===== config.mk =====
export PLATFORM = sky130hd
export DESIGN_NAME = barcode_tx_mimic
export DESIGN_NICKNAME = d
export VERILOG_FILES = /design/src/rtl/barcode_tx_mimic.sv
export SDC_FILE = /design/constraint.sdc
export NUM_CORES = 1
export LEC_CHECK = 0
export CAP_MARGIN = 20
export CORE_MARGIN = 2
export CORE_UTILIZATION = 45
export DETAILED_ROUTE_END_ITERATION = 7
export PLACE_DENSITY = 0.72
export RECOVER_POWER = 25
export SLEW_MARGIN = 20
export SYNTH_ARGS = -nofsm -noshare
export SYNTH_HDL_FRONTEND = slang
export SYNTH_SLANG_ARGS = --single-unit
export TNS_END_PERCENT = 5

===== constraint.sdc =====
create_clock -name clk -period 12.3 [get_ports clk]
set_input_delay 1.845 -clock clk [delete_from_list [all_inputs] [get_ports clk]]
set_output_delay 1.845 -clock clk [all_outputs]
set_load 0.02 [all_outputs]

===== src/rtl/barcode_tx_mimic.sv =====
// ---------------------------------------------------------------------------
// barcode_tx_mimic
//   Bench-side transmitter that serialises an N_BITS station ID onto a single
//   barcode wire (BC). A frame is one calibration start cell followed by
//   N_BITS data cells, MSB first. Each cell lasts P clocks: BC is low for L
//   clocks, then high for the remaining P-L clocks.
//     start cell : L = P/2
//     data bit 1 : L = P/4
//     data bit 0 : L = P/2 + P/4
//   P is the period latched when send is accepted. A latched period below 8
//   is treated as 8.
//
// Ports
//   clk        : system clock
//   rst        : synchronous, active-high reset (aborts any frame in flight)
//   period     : cell length in clocks, sampled when send is accepted
//   send       : 1-cycle frame request, ignored while a frame is in flight
//   station_ID : ID to transmit, sampled when send is accepted
//   BC_done    : set when a frame completes, cleared by the next accepted send
//   BC         : registered barcode line, idles high
// ---------------------------------------------------------------------------
module barcode_tx_mimic #(
  parameter int N_BITS   = 8,
  parameter int PERIOD_W = 22
) (
  input  logic                clk,
  input  logic                rst,
  input  logic [PERIOD_W-1:0] period,
  input  logic                send,
  input  logic [N_BITS-1:0]   station_ID,
  output logic                BC_done,
  output logic                BC
);

  localparam logic [1:0] S_IDLE  = 2'd0;
  localparam logic [1:0] S_START = 2'd1;
  localparam logic [1:0] S_DATA  = 2'd2;

  localparam logic [PERIOD_W-1:0] MIN_PER  = PERIOD_W'(8);
  localparam logic [3:0]          LAST_BIT = 4'(N_BITS - 1);

  logic [1:0]          r_state;
  logic [PERIOD_W-1:0] r_cnt;    // clocks elapsed in the current cell
  logic [PERIOD_W-1:0] r_per;    // latched, clamped cell length
  logic [N_BITS-1:0]   r_sh;     // latched ID; MSB is the bit being sent
  logic [3:0]          r_bit;    // data cell index within the frame
  logic                r_bc;
  logic                r_done;

  logic [PERIOD_W-1:0] w_per_in;
  logic [PERIOD_W-1:0] w_p4;
  logic [PERIOD_W-1:0] w_p2;
  logic [PERIOD_W-1:0] w_p34;
  logic [PERIOD_W-1:0] w_low;
  logic [PERIOD_W-1:0] w_cnt_nxt;
  logic                w_cell_end;
  logic                w_last;

  assign w_per_in   = (period < MIN_PER) ? MIN_PER : period;
  assign w_p4       = r_per >> 2;
  assign w_p2       = r_per >> 1;
  assign w_p34      = w_p2 + w_p4;
  assign w_low      = (r_state == S_START) ? w_p2 :
                      (r_sh[N_BITS-1]      ? w_p4 : w_p34);
  assign w_cnt_nxt  = r_cnt + 1'b1;
  assign w_cell_end = (w_cnt_nxt == r_per);
  assign w_last     = (r_bit == LAST_BIT);

  // The BC value registered on an edge belongs to cell position w_cnt_nxt,
  // so a cell reads low while its position is below w_low. A new cell starts
  // with BC falling on the same edge that resets the counter.
  always_ff @(posedge clk) begin
    if (rst) begin
      r_state <= S_IDLE;
      r_cnt   <= '0;
      r_per   <= '0;
      r_sh    <= '0;
      r_bit   <= '0;
      r_bc    <= 1'b1;
      r_done  <= 1'b0;
    end else begin
      case (r_state)
        S_IDLE: begin
          r_bc <= 1'b1;
          if (send) begin
            r_per   <= w_per_in;
            r_sh    <= station_ID;
            r_done  <= 1'b0;
            r_cnt   <= '0;
            r_bit   <= '0;
            r_bc    <= 1'b0;
            r_state <= S_START;
          end
        end
        S_START: begin
          if (w_cell_end) begin
            r_cnt   <= '0;
            r_bc    <= 1'b0;
            r_state <= S_DATA;
          end else begin
            r_cnt <= w_cnt_nxt;
            r_bc  <= (w_cnt_nxt >= w_low);
          end
        end
        S_DATA: begin
          if (w_cell_end) begin
            r_cnt <= '0;
            if (w_last) begin
              // send on this edge is ignored: the state is not yet IDLE
              r_bc    <= 1'b1;
              r_done  <= 1'b1;
              r_state <= S_IDLE;
            end else begin
              r_bc  <= 1'b0;
              r_bit <= r_bit + 1'b1;
              r_sh  <= {r_sh[N_BITS-2:0], 1'b0};
            end
          end else begin
            r_cnt <= w_cnt_nxt;
            r_bc  <= (w_cnt_nxt >= w_low);
          end
        end
        default: begin
          r_state <= S_IDLE;
          r_bc    <= 1'b1;
        end
      endcase
    end
  end

  assign BC      = r_bc;
  assign BC_done = r_done;

endmodule


# Word-level counts from Yosys, hierarchy flattened
# Index checks and enable logic that the tools add are counted.
# word_totals
regBits,60
inputBits,33
output_inout_bits,2
wordCells,58
# op_classes
addsub,3
magnitude_cmp,2
n_eq_ne,9
n_mux,28
n_reduce_logical,9
# op_table
operator,n
22-bit two-way mux,5
22-bit case mux with 2 select lines,1
8-bit two-way mux,3
21-bit by 20-bit adder with 22-bit output,1
"22-bit by 1-bit adder with 22-bit output, second input constant",1
22-bit == test,1
22-bit greater-or-equal comparator,1
"22-bit by 4-bit < comparator with 1-bit output, second input constant",1
8-bit case mux with 2 select lines,1
4-bit two-way mux,3
4-bit AND reduction,3
"2-bit != test, second input constant",5
2-bit two-way mux,4
4-bit case mux with 2 select lines,1
1-bit two-way mux,7
2-bit case mux with 3 select lines,1
"4-bit by 1-bit adder with 4-bit output, second input constant",1
"4-bit by 3-bit == test with 1-bit output, second input constant",1
2-bit AND reduction,2
2-bit nonzero test,2
1-bit case mux with 3 select lines,1
"2-bit by 1-bit == test with 1-bit output, second input constant",1
"2-bit == test, second input constant",1
2-bit zero test,1
other kinds (2),2

# Logic depth before layout (Yosys ltp)
# Gate-level depths: netlist of run 1.
# depth
word_depth,6
ltp_mapped,20
mapped_depth_nobuf,20

# Worst setup path before layout of run 1
# No wires, ideal clock.
# synth_path
kind,register to register
start,reg r_per[2]
end,"reg r_bc, in the netlist BC"
setup_time_ns,0.138
t_arrival_ns,3.820
required_time_ns,12.162
slack_ns,8.343
stages_incl_launch_ff,20
path_buffers,0
period_less_slack_ns,3.957
path_cell_list,dfxtp_1 > ha_1 > fa_1 > a21oi_1 > o221ai_1 > o221ai_1 > a311oi_1 > a41oi_1 > a21oi_1 > xnor2_1 > o211ai_1 > o21ai_0 > ha_1 > a211oi_1 > o21ai_0 > or3_1 > o21ai_0 > o21ai_0 > mux2i_1 > o221ai_1
# synth_via
elab_chain_len,6
word_cells_on_any_way,8
cone_classes,1 x add/sub; 1 x order compare; 1 x eq/ne; 5 x mux
# synth_rtl
element,line_no,text
"start, declared",44,logic [PERIOD_W-1:0] r_per;
"start signal, assigned",86,r_per <= w_per_in;
21-bit by 20-bit adder with 22-bit output,62,assign w_p34 = w_p2 + w_p4;
22-bit two-way mux,64,(r_sh[N_BITS-1] ? w_p4 : w_p34);
22-bit two-way mux,63,assign w_low = (r_state == S_START) ? w_p2 :
22-bit greater-or-equal comparator,"102, 120",
"1-bit two-way mux, on equally long branches","106, 96",
1-bit case mux with 3 select lines *,82,case (r_state)
"end signal, assigned",102,r_bc <= (w_cnt_nxt >= w_low);
"end signal, assigned",120,r_bc <= (w_cnt_nxt >= w_low);
"end, declared",47,logic r_bc;
# Every way passes the cells marked *; elsewhere a longest branch is shown, timed or not.
# A chain may end at the register's enable or synchronous reset.

# Worst setup path in the final report of run 1
# layout_path
start,reg r_per[5]
end,"reg r_bc, in the netlist BC"
# Same word-level chain as after synthesis.

==> summary.txt, run 1 <==
Setup path
  – FF-to-FF path depth: 18
  – CP Capture Type: flip-flop
  – Flop2flop setup slack: 7.79 ns
  – FF-to-FF Start: r_per[5]$_SDFFE_PP0P_
  – CP startpoint kind: flip-flop
  – CP arrival: 4.70 ns
  – Data required, critical path: roughly 12 ns
  – RR Endpoint: BC$_SDFF_PP1_
  – CP max FO: 6
  – Kind of critical path: reg2reg

Floorplanning
  – Die span in x: 115 um
  – Core box area: roughly 12000 sq um
  – Initial core utilization: 0.463
  – Die area: 13300 sq um
  – Rows: 40
  – DIE HEIGHT: 115 um
  – Ports: 35

Finish
  – Final core occ: 0.519
  – Design area: between 6000 and 7000 sq um
  – Synth-to-Final Area Change: 12.1%
  – Most frequent cells in the layout: nand2_1, dfxtp_1, nor2_1
  – Commonest non-fill, non-tap cell in the layout: nand2_1
  – Final cell count without fillers: about 900
  – Register area: 1200 sq um
  – Nets: approximately 810
  – Area of the multi-input gates: a little over 4000 sq um
  – Antenna diodes: 0
  – Fillers: between 1000 and 1500
  – Ratio of cells with drive above 1 in the final layout: 0.0531

Hold path
  – Worst hold-check path type: reg2reg
  – Hold Path Stages: 2
  – Hold Path Origin: BC_done$_SDFFE_PP0P_
  – Hold EP: BC_done$_SDFFE_PP0P_

Clock tree
  – CTS Root Cell: clkbuf_16
  – CTS resizes: 0
  – Clock sinks: 60
  – Hold_buf cts: 0
  – Post-CTS Setup Bufs: 0
  – TritonCTS clock tree: yes
  – Reg clk slew, reported paths: 0.06 ns
  – CTS buffer count: 9
  – Later-pin clock latency in the skew report: roughly 0.34 ns
  – H-Tree Depth: 3
  – Max clock buf depth: 2

Timing
  – Final hold vios: 0
  – Setup ws final: between 7 and 8 ns
  – Slew @ Worst Pin: 0.809 ns
  – Final Max Tran Viols: 0
  – Slew HR: 0.459
  – Final Skew: 0.00713 ns
  – Fmax: between 200 and 250 MHz
  – Worst hold slack: between 0.4 and 0.5 ns
  – Final Cycle Share: 0.366
  – RSZ-0062 raised after global routing: false
  – Fin crit period: between 4 and 5 ns
  – Setup violations, final: 0
  – TNS Setup: 0 ns

Route
  – Routed vias: ~5400
  – Post-Route WL: 14500 um
  – Drt pass-1 iters: 5
  – Post-DRT Antenna Nets: 0
  – Detailed router's first-iteration violation count: about 330
  – WL/cell: 16.0 um
  – DRC: 0
  – Via density: ~6.0

Logic synthesis
  – Top post-synthesis cells by area: dfxtp_1, ha_1, nand2_1
  – Yosys top cell by area: dfxtp_1
  – Post-synthesis cell count: between 700 and 800
  – Mapped cell area: 5590 sq um
  – Synth cell types: 79
  – Top_reg_cell synth: dfxtp_1
  – Yosys reg bits: 60
  – EDFF count, synth: 0
  – Synth Net Count: 812
  – Synth top area share: 0.215
  – Syn Area/Cell: between 7 and 8 sq um
  – Sequential fraction of the synthesis area: 0.215
  – Post-synthesis async set-or-reset flop share: 0
  – Number of synthesis warnings: 0

Power and ir drop
  – Pleak: 2.52 nW
  – Total power: 0.622 mW
  – Max IR drop VDD: ~0.082 mV
  – P per Cell Area: about 99 nW/um^2

Place
  – IO buf count: 34
  – Final Wtd Congestion: 0.938
  – Post-placement cell area: 5960 sq um
  – HPWL after DPL: 11000 um
  – Pre-CTS WS: ~7.8 ns
  – Placed cell count: between 800 and 900

GRT
  – Largest net degree at the start of global routing: 73
  – Number of antenna violations at the first check in global routing: 0
  – Total GRT Usage: 0.226
  – First-pass GRT wire length: 24100 um
  – Number of global-route vias before repair: roughly 5000
  – Remaining Overflow, GRT: 0

Run
  – Max Cap Viol: 0

Outcome
  – Outcome: finished clean
Yosys cell counts, types with 10 or more instances:
library cell / count
a22oi_1: 19
nand2_1: 88
nor4_1: 10
o211ai_1: 15
inv_1: 22
o21ai_0: 38
nand4_1: 11
a221oi_1: 10
nor3b_1: 13
dfxtp_1: 60
clkbuf_1: 32
nor3_1: 28
xnor2_1: 28
xor2_1: 16
nor2_1: 57
nand3_1: 26
ha_1: 49
a21oi_1: 54
worst max path at each step:
stage / from / to / slack [ns] / depth (start not counted)
2_1_floorplan: r_per[2]$_SDFFE_PP0P_ / BC$_SDFF_PP1_ / 8.34 / 19
3_3_place_gp: r_per[2]$_SDFFE_PP0P_ / BC$_SDFF_PP1_ / 7.94 / 19
3_5_place_dp: r_per[2]$_SDFFE_PP0P_ / BC$_SDFF_PP1_ / 7.82 / 19
4_1_cts: r_per[2]$_SDFFE_PP0P_ / BC$_SDFF_PP1_ / 7.81 / 19
5_1_grt: r_per[2]$_SDFFE_PP0P_ / BC$_SDFF_PP1_ / 7.33 / 19
6_report: r_per[5]$_SDFFE_PP0P_ / BC$_SDFF_PP1_ / 7.79 / 18
kinds of logic after synthesis:
group	share of synthesized area
and+or+nand+nor	0.286
AOI/OAI and AO/OA	0.233
buffers and inverters	0.0502
DFF	0.215
xor gates and xnor gates	0.0923
adders and majority gates	0.113
muxes	0.0107
report_power, final:
part           internal, mW  switching, mW  leakage, nW
clock                 0.158         0.0980        0.138
combinational        0.0656         0.0826         1.89
sequential            0.203         0.0146        0.489
registers in the layout (all words and copies together), names as in the netlist:
register and count:
r_per 22, BC_done 1, r_bit 4, r_cnt 22, r_state 2, r_sh 8
BC 1
layout make-up:
| cell class | count | area share |
|---|---|---|
| sequential | 60 | 0.192 |
| tap | 168 | 0.0336 |
| timing repair buffer | 37 | 0.0571 |
| clock inverter | 7 | 0.0120 |
| multi-input combinational | 599 | 0.656 |
| inverter | 23 | 0.0138 |
| clock buffer | 9 | 0.0360 |
routing by layer:
layer  track usage  share of wire
met5             0              0
met4        0.0908          0.030
met3        0.0450          0.055
met2         0.367           0.46
met1         0.295           0.45
worst max-delay path: stages (launching register included):
cell      delay [ns]
dfxtp_1         0.45
ha_1            0.34
a21oi_1         0.28
nand2_1         0.12
o211ai_1        0.32
a21oi_1         0.17
o31a_1          0.35
a211o_1         0.30
xnor2_1         0.14
o21ai_0         0.13
a21boi_0        0.20
ha_1            0.27
a211oi_1        0.22
o21ai_0         0.17
or3_1           0.36
o21ai_0         0.13
o21ai_0         0.12
mux2i_1         0.16
o221ai_1        0.13
(Power assumes the default switching activity.)
==> run 2, diff against run 1 <==
--- a/config.mk
+++ b/config.mk
@@ -9,7 +9,7 @@
 export CORE_MARGIN = 2
 export CORE_UTILIZATION = 45
 export DETAILED_ROUTE_END_ITERATION = 7
-export PLACE_DENSITY = 0.72
+export PLACE_DENSITY = 0.75
 export RECOVER_POWER = 25
 export SLEW_MARGIN = 20
 export SYNTH_ARGS = -nofsm -noshare
==> constraint.sdc (replaced) <==
create_clock -name clk -period 4 [get_ports clk]
set_input_delay 0.6 -clock clk [delete_from_list [all_inputs] [get_ports clk]]
set_output_delay 0.6 -clock clk [all_outputs]
set_load 0.02 [all_outputs]
==> summary.txt, run 2 (synthesized netlist as in run 1, its figures left out) <==
Power and ir drop
  – P per Cell Area: 286 nW/um^2 (was 99.3 nW/um^2)
  – Max IR drop VDD: 0.161 mV (was 0.0820 mV)
  – Pleak: 2.85 nW (was 2.52 nW)

Finish
  – Most frequent cells in the layout: nand2_1, buf_4, nor2_1 (was nand2_1, dfxtp_1, nor2_1)
  – Area of the multi-input gates: 4340 sq um (was 4110 sq um)
  – Fillers: 1075 (was 1132)
  – Design area: 6930 sq um (was 6260 sq um)
  – Final core occ: 0.574 (was 0.519)
  – Nets: 872 (was 813)
  – Synth-to-Final Area Change: 24.0% (was 12.1%)
  – Commonest non-fill, non-tap cell in the layout: nand2_1 (unchanged)
  – Largest regs: r_cnt x22, r_per x22, r_sh x8 (unchanged)
  – Register area: 1210 sq um (was 1200 sq um)
  – Antenna diodes: 0 (unchanged)
  – Ratio of cells with drive above 1 in the final layout: 0.171 (was 0.0531)

GRT
  – First-pass GRT wire length: 26400 um (was 24100 um)
  – Remaining Overflow, GRT: 0 (unchanged)
  – Total GRT Usage: 0.248 (was 0.226)
  – Number of global-route vias before repair: 5449 (was 4952)
  – Largest net degree at the start of global routing: 43 (was 73)
  – Number of antenna violations at the first check in global routing: 0 (unchanged)

Hold path
  – Worst hold-check path type: reg2reg (unchanged)

Setup path
  – CP Capture Type: flip-flop (unchanged)
  – CP max stage delay: 0.34 ns (was 0.45 ns)
  – Crit path buf inv count: 3 (was 0)
  – Data required, critical path: 4.20 ns (was 12.49 ns)
  – Cell Chain, Critical Path: buf_4 > ha_4 > a21oi_4 > nor3b_2 > o211ai_1 > buf_4 > a21oi_2 > o31a_1 > a211o_1 > xnor2_1 > o21ai_0 > a21boi_2 > ha_1 > a211oi_2 > o21ai_2 > buf_4 > nor2_1 > a21oi_2 > o21ai_2 > o21ai_2 > mux2i_1 > o221ai_1 (was ha_1 > a21oi_1 > nand2_1 > o211ai_1 > a21oi_1 > o31a_1 > a211o_1 > xnor2_1 > o21ai_0 > a21boi_0 > ha_1 > a211oi_1 > o21ai_0 > or3_1 > o21ai_0 > o21ai_0 > mux2i_1 > o221ai_1)
  – CP startpoint kind: flip-flop (unchanged)
  – Kind of critical path: reg2reg (unchanged)
  – Crit path max-delay family: compound AO/OA/AOI/OAI gates (unchanged)
  – CP arrival: 4.26 ns (was 4.70 ns)
  – Slowest CP cell: dfxtp_2 (was dfxtp_1)
  – CP max FO: 3 (was 6)

Route
  – Top sig layer: met4 (unchanged)
  – Via density: 6.01 (was 5.95)
  – Post-Route WL: 16200 um (was 14500 um)
  – Drt pass-1 iters: 5 (unchanged)
  – Met3 WL: 863 um (was 790 um)
  – Detailed router's first-iteration violation count: 412 (was 333)
  – DRC: 0 (unchanged)
  – Routed vias: 5786 (was 5376)
  – DR WL met2: 7630 um (was 6660 um)
  – M1 wire length: 7210 um (was 6570 um)
  – WL/cell: 16.9 um (was 16.0 um)
  – Post-DRT Antenna Nets: 0 (unchanged)

Floorplanning
  – Initial core utilization: 0.463 (unchanged)
  – Rows: 40 (unchanged)
  – Ports: 35 (unchanged)
  – Die area: 13300 sq um (unchanged)
  – Core box area: 12100 sq um (unchanged)
  – Die span in x: 115 um (unchanged)
  – DIE HEIGHT: 115 um (unchanged)

Place
  – Final Wtd Congestion: 0.927 (was 0.938)
  – Post-placement cell area: 6310 sq um (was 5960 sq um)
  – HPWL after DPL: 12000 um (was 11000 um)
  – IO buf count: 34 (unchanged)

Timing
  – Worst hold slack: 0.467 ns (was 0.451 ns)
  – Fin crit period: 4.06 ns (was 4.51 ns)
  – Final Skew: 0.00542 ns (was 0.00713 ns)
  – Setup violations, final: 1 (was 0)
  – Slew HR: 0.433 (was 0.459)
  – Final hold vios: 0 (unchanged)
  – RSZ-0062 raised after global routing: true (was false)
  – Final Max Tran Viols: 0 (unchanged)
  – Setup ws final: -0.0569 ns (was 7.79 ns)
  – Slew @ Worst Pin: 0.849 ns (was 0.809 ns)
  – Fmax: 246 MHz (was 222 MHz)
  – Final Cycle Share: 1.01 (was 0.366)

Run
  – Max Cap Viol: 0 (unchanged)

Clock tree
  – Reg clk slew, reported paths: 0.06 ns (about the same)
  – Later-pin clock latency in the skew report: 0.34 ns (about the same)
  – TritonCTS clock tree: yes (unchanged)
  – Clock sinks: 60 (unchanged)
  – Max clock buf depth: 2 (unchanged)
  – H-Tree Depth: 3 (unchanged)
  – CTS buffer count: 9 (unchanged)
  – CTS Root Cell: clkbuf_16 (unchanged)

Outcome
  – Outcome: finished with violations (was finished clean)
  – Failing checks: setup timing
## run 2: cell types whose count changed in the layout (fill, tap and decap cells not counted), sizes merged
cell           delta
inv               +2
bufinv            -1
buf              +59
dlygate4sd3       -1
clkdlybuf4s50     +1
clkinvlp          -1
## run 2: per-stage QoR
stage / worst slack (ns) / power (mW) / cells / TNS, ns
2_1_floorplan: 0.0426 / 1.01 / 729 / 0
5_1_grt: -0.285 / 2.08 / 962 / -0.285
6_report: -0.0569 / 1.98 / 962 / -0.0569
3_5_place_dp: -0.446 / 1.19 / 934 / -0.446
4_1_cts: 0.00519 / 1.95 / 955 / 0
3_3_place_gp: -0.187 / 1.17 / 934 / -0.187
## run 2: worst min-delay path, stage by stage (launching register included)
cell and delay [ns]:
dfxtp_1 0.31, nand2_1 0.05, a21oi_1 0.05
## run 2: metal layers
layer / vias to the layer above / global-route usage
met5: - / 0
met4: 0 / 0.101
met3: 40 / 0.0361
met2: 204 / 0.414
met1: 2729 / 0.321
li1: 2813 / -
## run 2: timing repair
item	CTS	global route
hold buffers	0	0
setup buffers	5	7
pin swaps	20	17
setup endpoints to repair	1	1
resized for setup	30	23
## run 2: where the power goes
part | switching [mW] | total (mW) | internal [mW] | leakage [nW]
clock | 0.319 | 0.747 | 0.428 | 0.133
combinational | 0.305 | 0.570 | 0.265 | 2.22
sequential | 0.0388 | 0.665 | 0.626 | 0.492
total | 0.662 | 1.98 | 1.32 | 2.85
## run 2: final cells by class
type                       count  area share
inverter                      23      0.0125
tap                          168      0.0303
clock inverter                 7     0.00849
clock buffer                   9      0.0325
timing repair buffer          96       0.116
multi-input combinational    599       0.626
sequential                    60       0.175
## run 2: final timing paths
kind	from	end	slack, ns	depth (start not counted)
setup / recovery	r_per[2]$_SDFFE_PP0P_	BC$_SDFF_PP1_	-0.06	22
hold / removal	BC_done$_SDFFE_PP0P_	BC_done$_SDFFE_PP0P_	0.47	2
setup reg to reg	r_per[2]$_SDFFE_PP0P_	BC$_SDFF_PP1_	-0.06	22
hold reg to reg	BC_done$_SDFFE_PP0P_	BC_done$_SDFFE_PP0P_	0.47	2
==> run 3, diff against run 2 <==
--- a/config.mk
+++ b/config.mk
@@ -9,6 +9,7 @@
 export CORE_MARGIN = 2
 export CORE_UTILIZATION = 45
 export DETAILED_ROUTE_END_ITERATION = 7
+export MAX_ROUTING_LAYER = met4
 export PLACE_DENSITY = 0.75
 export RECOVER_POWER = 25
 export SLEW_MARGIN = 20
==> constraint.sdc (replaced) <==
create_clock -name clk -period 4 [get_ports clk]
set_input_delay 0.6 -clock clk [delete_from_list [all_inputs] [get_ports clk]]
set_output_delay 0.6 -clock clk [all_outputs]
set_load 0.1 [all_outputs]
==> summary.txt, run 3 (synthesized netlist as in run 1, its figures left out) <==
Setup path
  – CP arrival: 4.14 ns (was 4.26 ns)
  – Kind of critical path: reg2reg (unchanged)
  – CP most frequent cell: o21ai_1
  – Slowest CP cell: or3_4 (was dfxtp_2)
  – Crit path launch: r_per[4]$_SDFFE_PP0P_ (was r_per[2]$_SDFFE_PP0P_)
  – Data required, critical path: 4.22 ns (was 4.20 ns)
  – Flop2flop setup slack: 0.07 ns (was -0.06 ns)
  – RR Endpoint: BC$_SDFF_PP1_ (unchanged)
  – CP startpoint kind: flip-flop (unchanged)
  – Cell Chain, Critical Path: ha_1 > nand3_1 > nand2_1 > o211ai_1 > a21oi_2 > buf_4 > or3_4 > a21oi_2 > xor2_1 > o21ai_1 > o21ai_1 > ha_1 > a21o_1 > a21oi_2 > o21ai_2 > or3_1 > o21ai_1 > o21ai_1 > mux2i_1 > o221ai_1 (was buf_4 > ha_4 > a21oi_4 > nor3b_2 > o211ai_1 > buf_4 > a21oi_2 > o31a_1 > a211o_1 > xnor2_1 > o21ai_0 > a21boi_2 > ha_1 > a211oi_2 > o21ai_2 > buf_4 > nor2_1 > a21oi_2 > o21ai_2 > o21ai_2 > mux2i_1 > o221ai_1)
  – CP max stage delay: 0.36 ns (was 0.34 ns)
  – FF-to-FF Start: r_per[4]$_SDFFE_PP0P_ (was r_per[2]$_SDFFE_PP0P_)
  – FF-to-FF path depth: 20 (was 22)
  – Crit path max-delay family: compound AO/OA/AOI/OAI gates (unchanged)
  – CP max FO: 4 (was 3)
  – Crit path buf inv count: 1 (was 3)
  – CP Capture Type: flip-flop (unchanged)

Hold path
  – Hold Path Origin: r_sh[0]$_SDFFE_PP0P_ (was BC_done$_SDFFE_PP0P_)
  – Hold Path Stages: 2 (unchanged)
  – Worst hold-check path type: reg2reg (unchanged)
  – Hold EP: r_sh[0]$_SDFFE_PP0P_ (was BC_done$_SDFFE_PP0P_)

GRT
  – First-pass GRT wire length: 25600 um (was 26400 um)
  – Remaining Overflow, GRT: 0 (unchanged)
  – Largest net degree at the start of global routing: 43 (unchanged)
  – Number of global-route vias before repair: 5353 (was 5449)
  – Total GRT Usage: 0.251 (was 0.248)
  – Number of antenna violations at the first check in global routing: 0 (unchanged)

Floorplanning
  – Rows: 40 (unchanged)
  – Core box area: 12100 sq um (unchanged)
  – Die span in x: 115 um (unchanged)
  – Ports: 35 (unchanged)
  – DIE HEIGHT: 115 um (unchanged)
  – Die area: 13300 sq um (unchanged)
  – Initial core utilization: 0.463 (unchanged)

Finish
  – Final cell count without fillers: 955 (was 962)
  – Nets: 865 (was 872)
  – Synth-to-Final Area Change: 22.8% (was 24.0%)
  – Largest regs: r_cnt x22, r_per x22, r_sh x8 (unchanged)
  – Commonest non-fill, non-tap cell in the layout: nand2_1 (unchanged)
  – Most frequent cells in the layout: nand2_1, nor2_1, buf_4 (was nand2_1, buf_4, nor2_1)
  – Ratio of cells with drive above 1 in the final layout: 0.158 (was 0.171)
  – Antenna diodes: 0 (unchanged)
  – Final core occ: 0.569 (was 0.574)

Route
  – Detailed router's first-iteration violation count: 311 (was 412)
  – Drt pass-1 iters: 5 (unchanged)
  – Post-DRT Antenna Nets: 0 (unchanged)
  – Via density: 5.93 (was 6.01)
  – WL/cell: 16.5 um (was 16.9 um)
  – Post-Route WL: 15800 um (was 16200 um)
  – Routed vias: 5664 (was 5786)
  – DRC: 0 (unchanged)

Clock tree
  – Max clock buf depth: 2 (unchanged)
  – Clock sinks: 60 (unchanged)
  – Reg clk slew, reported paths: 0.06 ns (about the same)
  – CTS buffer count: 9 (unchanged)
  – Hold_buf cts: 0 (unchanged)
  – H-Tree Depth: 3 (unchanged)
  – TritonCTS clock tree: yes (unchanged)
  – Later-pin clock latency in the skew report: 0.35 ns (was 0.34 ns)
  – CTS Root Cell: clkbuf_16 (unchanged)

Timing
  – Slew @ Worst Pin: 0.963 ns (was 0.849 ns)
  – Final Cycle Share: 0.982 (was 1.01)
  – TNS Setup: 0 ns (was -0.0569 ns)
  – RSZ-0062 raised after global routing: true (unchanged)
  – Fin crit period: 3.93 ns (was 4.06 ns)
  – Final hold vios: 0 (unchanged)
  – Fmax: 255 MHz (was 246 MHz)
  – Final Max Tran Viols: 0 (unchanged)
  – Setup violations, final: 0 (was 1)
  – Slew HR: 0.356 (was 0.433)
  – Final Skew: 0.00621 ns (was 0.00542 ns)
  – Worst hold slack: 0.475 ns (was 0.467 ns)

Power and ir drop
  – Pleak: 2.79 nW (was 2.85 nW)
  – P per Cell Area: 294 nW/um^2 (was 286 nW/um^2)
  – Total power: 2.02 mW (was 1.98 mW)
  – Max IR drop VDD: 0.248 mV (was 0.161 mV)
  – Logic pwr share: 0.277 (was 0.288)
  – Internal power: 1.39 mW (was 1.32 mW)
  – Sw Pwr: 0.631 mW (was 0.662 mW)
  – Sw Ratio: 0.313 (was 0.334)
  – Clk pwr share: 0.393 (was 0.377)
  – Sequential Power Share: 0.330 (was 0.335)

Place
  – HPWL after DPL: 11800 um (was 12000 um)
  – IO buf count: 34 (unchanged)
  – Placed cell count: 931 (was 934)
  – Final Wtd Congestion: 0.949 (was 0.927)

Run
  – Max Cap Viol: 0 (unchanged)

Outcome
  – Outcome: finished clean (was finished with violations)
[run 3: changes by cell type in the layout (fill, tap and decap cells not counted), moves of 2 or more]
cell	before	now
o21ai_2	4	1
ha_2	0	2
o221ai_2	0	2
buf_4	62	54
o21ai_1	4	8
inv_6	4	0
ha_1	44	41
o221ai_4	2	0
[run 3: cell type report]
class	count	area, sq um
clock inverter	5	61.3
inverter	23	86.3
fill	1077	5200
sequential	60	1210
timing repair buffer	89	752
tap	168	210
multi-input combinational	599	4300
clock buffer	11	243
[run 3: repair_timing]
action / CTS / global route
buffers inserted: 6 / 2
gates cloned: 0 / 0
pin swaps: 11 / 25
resized for setup: 18 / 31
endpoints found under the setup margin: 1 / 1
[run 3: worst register-to-register path, delay by kind of cell (launching register included)]
family | cells | cell delay [ns]
AOI/OAI and AO/OA | 11 | 1.55
and+or+nand+nor | 4 | 0.86
adders and majority gates | 2 | 0.67
DFF | 1 | 0.35
buffers and inverters | 1 | 0.15
muxes | 1 | 0.14
xor gates and xnor gates | 1 | 0.07
[run 3: per-layer routing]
metal,share of wire,global-route usage
met1,0.44,0.314
met2,0.47,0.395
met3,0.059,0.0377
met4,0.034,0.128
met5,0,-
[run 3: power by group through the flow]
stage | combinational [mW] | clock, mW | sequential [mW]
floorplan | 0.345 | 0 | 0.670
global placement | 0.501 | 0 | 0.670
detailed placement | 0.519 | 0 | 0.672
CTS | 0.533 | 0.803 | 0.660
global route | 0.619 | 0.829 | 0.670
finish | 0.558 | 0.793 | 0.665
[run 3: worst max path at each step]
stage	endpoint	depth (start not counted)
6_report	BC$_SDFF_PP1_	20
5_1_grt	BC$_SDFF_PP1_	21
4_1_cts	BC$_SDFF_PP1_	21
3_5_place_dp	BC$_SDFF_PP1_	19
3_3_place_gp	BC$_SDFF_PP1_	19
2_1_floorplan	BC$_SDFF_PP1_	19
[run 3: per-stage QoR]
step	setup WS, ns	instance area [sq um]
finish	0.0722	6860
global route	-0.137	6860
CTS	0.00100	6700
detailed placement	-0.323	6290
global placement	-0.193	6290
floorplan	0.0426	5590
